$ cat config.mk
export PLATFORM = sky130hd
export DESIGN_NAME = xmul_arbiter
export DESIGN_NICKNAME = d
export VERILOG_FILES = /design/src/rtl/xmul_arbiter.sv
export SDC_FILE = /design/constraint.sdc
export NUM_CORES = 1
export LEC_CHECK = 0
export CORE_AREA = 2 2 158 160
export DETAILED_ROUTE_END_ITERATION = 8
export DIE_AREA = 0 0 160 162
export SYNTH_ARGS = -nofsm -noshare
export SYNTH_HDL_FRONTEND = slang
export SYNTH_SLANG_ARGS = --single-unit
$ cat constraint.sdc
create_clock -name clk -period 5.6 [get_ports clk]
set_input_delay 1.12 -clock clk [delete_from_list [all_inputs] [get_ports clk]]
set_output_delay 1.12 -clock clk [all_outputs]
set_load 0.01 [all_outputs]
$ cat src/rtl/xmul_arbiter.sv
// xmul_arbiter
//   Shares one 2-stage multiplier (operand regs + result reg) between N_REQ
//   requesters. A round-robin arbiter picks one valid requester per cycle.
//   The winner's operands are registered toward the multiplier. Its function
//   select is delayed one extra stage so that it lines up with the product.
//   A requester-ID tag rides alongside, so the result returns as a one-hot
//   pulse to the requester that issued the op.
//
// Optional feature: define XMUL_ARB_LOCK_EN to add i_req_lock. An accepted
//   request with its lock bit set keeps the grant on the same requester until
//   that requester completes an accept with the lock bit clear.
//
// Ports
//   clk, rst      clock; asynchronous active-high reset
//   i_req_valid   per-requester request valid
//   o_req_ready   per-requester grant (one-hot or zero)
//   i_req_a/b     packed operands, requester i at [i*DATA_W +: DATA_W]
//   i_req_fns     packed function selects, requester i at [i*FNS_W +: FNS_W]
//   i_req_lock    grant-lock request (XMUL_ARB_LOCK_EN only)
//   o_res_valid   one-hot result pulse to the owning requester
//   o_res_data    result, qualified by o_res_valid
//   o_mul_a/b     operands to the multiplier
//   o_mul_fns     function select to the multiplier result stage
//   i_mul_res     multiplier result register
//   o_busy        any op in flight
module xmul_arbiter #(
  parameter int N_REQ  = 4,
  parameter int DATA_W = 32,
  parameter int FNS_W  = 2
) (
  input  logic                      clk,
  input  logic                      rst,
  input  logic [N_REQ-1:0]          i_req_valid,
  output logic [N_REQ-1:0]          o_req_ready,
  input  logic [N_REQ*DATA_W-1:0]   i_req_a,
  input  logic [N_REQ*DATA_W-1:0]   i_req_b,
  input  logic [N_REQ*FNS_W-1:0]    i_req_fns,
`ifdef XMUL_ARB_LOCK_EN
  input  logic [N_REQ-1:0]          i_req_lock,
`endif
  output logic [N_REQ-1:0]          o_res_valid,
  output logic [DATA_W-1:0]         o_res_data,
  output logic [DATA_W-1:0]         o_mul_a,
  output logic [DATA_W-1:0]         o_mul_b,
  output logic [FNS_W-1:0]          o_mul_fns,
  input  logic [DATA_W-1:0]         i_mul_res,
  output logic                      o_busy
);

  localparam int IDW = (N_REQ > 1) ? $clog2(N_REQ) : 1;

  logic [N_REQ-1:0]  w_elig;
  logic [N_REQ-1:0]  w_grant;
  logic              w_accept;
  logic [IDW-1:0]    w_gnt_id;
  logic [IDW-1:0]    w_idx;
  logic [IDW:0]      w_sum;
  logic [IDW-1:0]    w_ptr_nxt;

  logic [IDW-1:0]    r_ptr;
  logic [DATA_W-1:0] r_mul_a;
  logic [DATA_W-1:0] r_mul_b;
  logic [FNS_W-1:0]  r_fns_s1;
  logic [FNS_W-1:0]  r_fns_s2;
  logic [2:0]        r_tag_v;
  logic [IDW-1:0]    r_tag_id0;
  logic [IDW-1:0]    r_tag_id1;
  logic [IDW-1:0]    r_tag_id2;

`ifdef XMUL_ARB_LOCK_EN
  logic              r_locked;
  logic [IDW-1:0]    r_owner;

  // While locked only the owner competes; everyone else waits.
  always_comb begin
    w_elig = i_req_valid;
    if (r_locked) w_elig = i_req_valid & (N_REQ'(1) << r_owner);
  end

  always_ff @(posedge clk or posedge rst) begin
    if (rst) begin
      r_locked <= 1'b0;
      r_owner  <= '0;
    end else if (w_accept) begin
      r_locked <= i_req_lock[w_gnt_id];
      if (i_req_lock[w_gnt_id]) r_owner <= w_gnt_id;
    end
  end
`else
  assign w_elig = i_req_valid;
`endif

  // Rotating priority search starting at r_ptr; the first hit wins.
  always_comb begin
    w_grant  = '0;
    w_gnt_id = '0;
    w_accept = 1'b0;
    w_sum    = '0;
    w_idx    = '0;
    for (int k = 0; k < N_REQ; k++) begin
      w_sum = {1'b0, r_ptr} + (IDW+1)'(k);
      w_idx = (w_sum >= (IDW+1)'(N_REQ)) ? IDW'(w_sum - (IDW+1)'(N_REQ))
                                         : w_sum[IDW-1:0];
      if (!w_accept && w_elig[w_idx]) begin
        w_accept = 1'b1;
        w_gnt_id = w_idx;
      end
    end
    if (rst) w_accept = 1'b0;
    if (w_accept) w_grant[w_gnt_id] = 1'b1;
  end

  assign o_req_ready = w_grant;
  assign w_ptr_nxt   = (w_gnt_id == IDW'(N_REQ - 1)) ? '0 : w_gnt_id + 1'b1;

  // Operand stage, delayed fns stage and tag pipe. Idle slots load zero so
  // the multiplier sees clean inputs when nothing is issued.
  always_ff @(posedge clk or posedge rst) begin
    if (rst) begin
      r_ptr     <= '0;
      r_mul_a   <= '0;
      r_mul_b   <= '0;
      r_fns_s1  <= '0;
      r_fns_s2  <= '0;
      r_tag_v   <= '0;
      r_tag_id0 <= '0;
      r_tag_id1 <= '0;
      r_tag_id2 <= '0;
    end else begin
      if (w_accept) r_ptr <= w_ptr_nxt;
      r_mul_a   <= w_accept ? i_req_a[int'(w_gnt_id)*DATA_W +: DATA_W] : '0;
      r_mul_b   <= w_accept ? i_req_b[int'(w_gnt_id)*DATA_W +: DATA_W] : '0;
      r_fns_s1  <= w_accept ? i_req_fns[int'(w_gnt_id)*FNS_W +: FNS_W] : '0;
      r_fns_s2  <= r_fns_s1;
      r_tag_v   <= {r_tag_v[1:0], w_accept};
      r_tag_id0 <= w_gnt_id;
      r_tag_id1 <= r_tag_id0;
      r_tag_id2 <= r_tag_id1;
    end
  end

  assign o_mul_a     = r_mul_a;
  assign o_mul_b     = r_mul_b;
  assign o_mul_fns   = r_fns_s2;
  assign o_res_valid = r_tag_v[2] ? (N_REQ'(1) << r_tag_id2) : '0;
  assign o_res_data  = r_tag_v[2] ? i_mul_res : '0;
  assign o_busy      = |r_tag_v;

endmodule
==> results.sh <==
export IMPL_path_common_cell="clkdlybuf4s50_1"
export IMPL_clk_latency_ns=0.34
export IMPL_coreArea_um2=24100
export IMPL_crit_start="i_req_valid[3]"
export IMPL_outcome="complete, no violations"
export IMPL_fin_cells=1106
export IMPL_drt_pass1_iterations=4
export IMPL_p_sw_share_pct=32.4
export IMPL_synth_warnings=0
export IMPL_start_kind="input pin"
export IMPL_finalCritPeriodShare_pct=78.6
export IMPL_setup_worst_path_class="in2out"
export IMPL_grt_use_met3_pct=5.49
export IMPL_crit_slowest_cell="clkdlybuf4s50_1"
export IMPL_pwr_share_seq_pct=27.4
export IMPL_path_buf_inv=2
export IMPL_hold_viol=0
export IMPL_grt_antenna_before_repair=0
export IMPL_drive_gt1_share_pct=3.32
export IMPL_cts_tree="yes"
export IMPL_wl_per_cell_um=17.5
export IMPL_hold_buffers=0
export IMPL_drtAntennaViolNets=0
export IMPL_die_x_um=160
export IMPL_r2r_setup_slack_ns=3.05
export IMPL_drtIter0Drc=162
export IMPL_post_cts_buffers=0
export IMPL_internal_power_mw=2.00
export IMPL_finalSetupTns_ns=0
export IMPL_filler_cell_count=2450
export IMPL_drc=0
export IMPL_synthFlopType="dfrtp_1"
export IMPL_worstReg2RegStart="r_ptr[1]$_DFFE_PP0P_"
export IMPL_grt_overflow_total=0
export IMPL_async_reset_ff_share_pct=100
export IMPL_p_comb_share_pct=49.8
export IMPL_drv_slew=0
export IMPL_crit_path_end_kind="primary output"
export IMPL_die_h_um=162
export IMPL_cp_depth=6
export IMPL_finalWeightedCongestion=0.833
export IMPL_timing_final_ws_setup_ns=1.20
export IMPL_grt_setup_unrepaired="false"
export IMPL_grt_total_usage_pct=14.5
export IMPL_final_common_cell="clkdlybuf4s50_1"
export IMPL_cp_max_fo=6
export IMPL_diodes=0
export IMPL_post_route_util_pct=37.7
export IMPL_synth_fp_nets=694
export IMPL_syn_area_um2=4490
export IMPL_crit_chain="clkdlybuf4s50_1, or3b_1, a21boi_1, o21ai_0, a21oi_1, clkdlybuf4s50_1"
export IMPL_synth_edf_count=0
export IMPL_start_util_pct=18.6
export IMPL_synth_cells=391
export IMPL_grt_pass1_wl_um=28400
export IMPL_syn_to_final_growth_pct=102
export IMPL_clk_pin_slew_worst_paths_ns=0.06
export IMPL_seq_area_frac_synth_pct=44.0
export IMPL_power_switching_uw=956
export IMPL_clkPwrFrac_pct=22.7
export IMPL_leakage_nw=3.94
export IMPL_syn_area_per_cell_um2=11.5
export IMPL_whs_ns=0.347
export IMPL_vias_per_cell=4.21
export IMPL_gr_usage_met2_pct=26.3
export IMPL_via_count=4655
export IMPL_grt_pass1_vias=4748
export IMPL_finalSetupViolations=0
export IMPL_critPathArrivalTime_ns=3.28
export IMPL_fmax_mhz=227
export IMPL_design_die_area_um2=25900
export IMPL_synth_cell_type_count=38
export IMPL_clk_path_buf_depth=2
export IMPL_htree_num_levels=3
export IMPL_dp_hpwl_um=14600
export IMPL_power_density_nw_per_um2=325
export IMPL_grt_max_degree=134
export IMPL_post_place_cells=1093
export IMPL_slew_headroom_pct=22.2
export IMPL_final_min_clock_period_ns=4.40
export IMPL_final_cell_mix="408 x clkdlybuf4s50_1, 133 x mux2i_1, 79 x dfrtp_1"
export IMPL_cts_root_buf="clkbuf_16"
export IMPL_worstHoldPathCells=0
export IMPL_fin_skew_ns=0.00659
export IMPL_cp_endpoint="o_req_ready[0]"
export IMPL_tightest_slew_ns=1.17
export IMPL_ys_ff_latch=79
export IMPL_cts_sinks=79
export IMPL_cts_buffers=9
export IMPL_required_ns=4.48
export IMPL_wirelength_um=19300
export IMPL_ios=409
export IMPL_rows=57
export IMPL_rr_endpoint="o_mul_b[4]$_DFF_PP0_"
export IMPL_crit_family="buffers and inverters"
export IMPL_hold_path_class="reg2reg"
export IMPL_peakVddDrop_mv=0.211
export IMPL_worstRegToRegCells=5
export IMPL_place_ws_ns=1.20
export IMPL_max_stage_delay_ns=0.61
export IMPL_grt_busiest_layer="met2"
export IMPL_maxCapViolCount=0
export IMPL_cts_resized=0
export IMPL_use_met1_pct=15.7
export IMPL_port_buffers=408
export IMPL_final_nets=1083
==> worst min path at each step <==
stage | startpoint | end | slack [ns]
after detailed placement | r_tag_id0[1]$_DFF_PP0_ | r_tag_id1[1]$_DFF_PP0_ | 0.33
after global placement | r_tag_id0[0]$_DFF_PP0_ | r_tag_id1[0]$_DFF_PP0_ | 0.33
after floorplan | r_fns_s1[0]$_DFF_PP0_ | o_mul_fns[0]$_DFF_PP0_ | 0.33
after global routing | r_tag_id0[1]$_DFF_PP0_ | r_tag_id1[1]$_DFF_PP0_ | 0.35
final | r_fns_s1[1]$_DFF_PP0_ | o_mul_fns[1]$_DFF_PP0_ | 0.35
after CTS | r_fns_s1[0]$_DFF_PP0_ | o_mul_fns[0]$_DFF_PP0_ | 0.35
==> state kept, by name (all words and copies together) (netlist names) <==
| name | count |
|---|---|
| o_mul_a | 32 |
| o_mul_b | 32 |
| o_mul_fns | 2 |
| r_fns_s1 | 2 |
| r_ptr | 2 |
| r_tag_id0 | 2 |
| r_tag_id1 | 2 |
| r_tag_id2 | 2 |
| r_tag_v | 3 |
==> area by class of cell <==
class	instances	area [um2]	share of cell area [%]
flip-flops and latches	79	1980	21.8
clock buffers	9	225	2.48
well taps	324	405	4.46
inverters	5	20.0	0.220
clock inverters	4	97.6	1.07
repair buffers	412	4130	45.4
multi-input cells	273	2240	24.6
==> cell usage after synthesis, types with 2 or more instances <==
master,count,share of area [%]
a21boi_1,2,0.33
or3b_1,2,0.39
buf_6,2,0.50
nand2_1,6,0.50
a21oi_1,3,0.33
buf_2,6,0.67
clkbuf_4,6,1.0
a21o_1,2,0.33
and2_1,35,4.9
mux2i_1,133,30
inv_2,3,0.25
dfrtp_1,79,44
buf_12,6,2.7
nor2b_1,2,0.28
buf_4,3,0.50
nor2_1,3,0.25
nand2b_1,2,0.28
clkbuf_1,10,0.84
o22ai_1,66,9.2
inv_1,2,0.17
==> cells by family (layout without fill, tap and decap cells) <==
group / Yosys count / count (layout) / synth area share, %
AND/OR/NAND/NOR: 61 / 61 / 8.28
multiplexers: 133 / 133 / 29.6
adder cells (fa/ha/maj): 1 / 1 / 0.279
AO/OA/AOI/OAI: 78 / 78 / 11.1
buffers and inverters: 39 / 430 / 6.69
flip-flops: 79 / 79 / 44.0
==> power groups by stage <==
stage               Sequential (mW)  Combinational, mW  Clock (mW)
floorplan                     0.877              0.786           0
global placement              0.817               1.48           0
detailed placement            0.822               1.48           0
CTS                           0.812               1.49       0.703
global route                  0.831               1.57       0.723
finish                        0.810               1.47       0.672
==> routing by layer <==
metal  vias up  share of wire (%)
met2       255                 51
met3        22                8.9
met5         -                  0
met4         0                2.0
li1       2217                  -
met1      2161                 38
==> through the flow <==
step	total power [mW]	cell area, um2
after floorplan	1.66	4490
after global placement	2.29	8770
after detailed placement	2.30	8770
after CTS	3.00	9090
after global routing	3.12	9090
final	2.95	9090
Note: power is estimated with default switching activity, not from simulation.
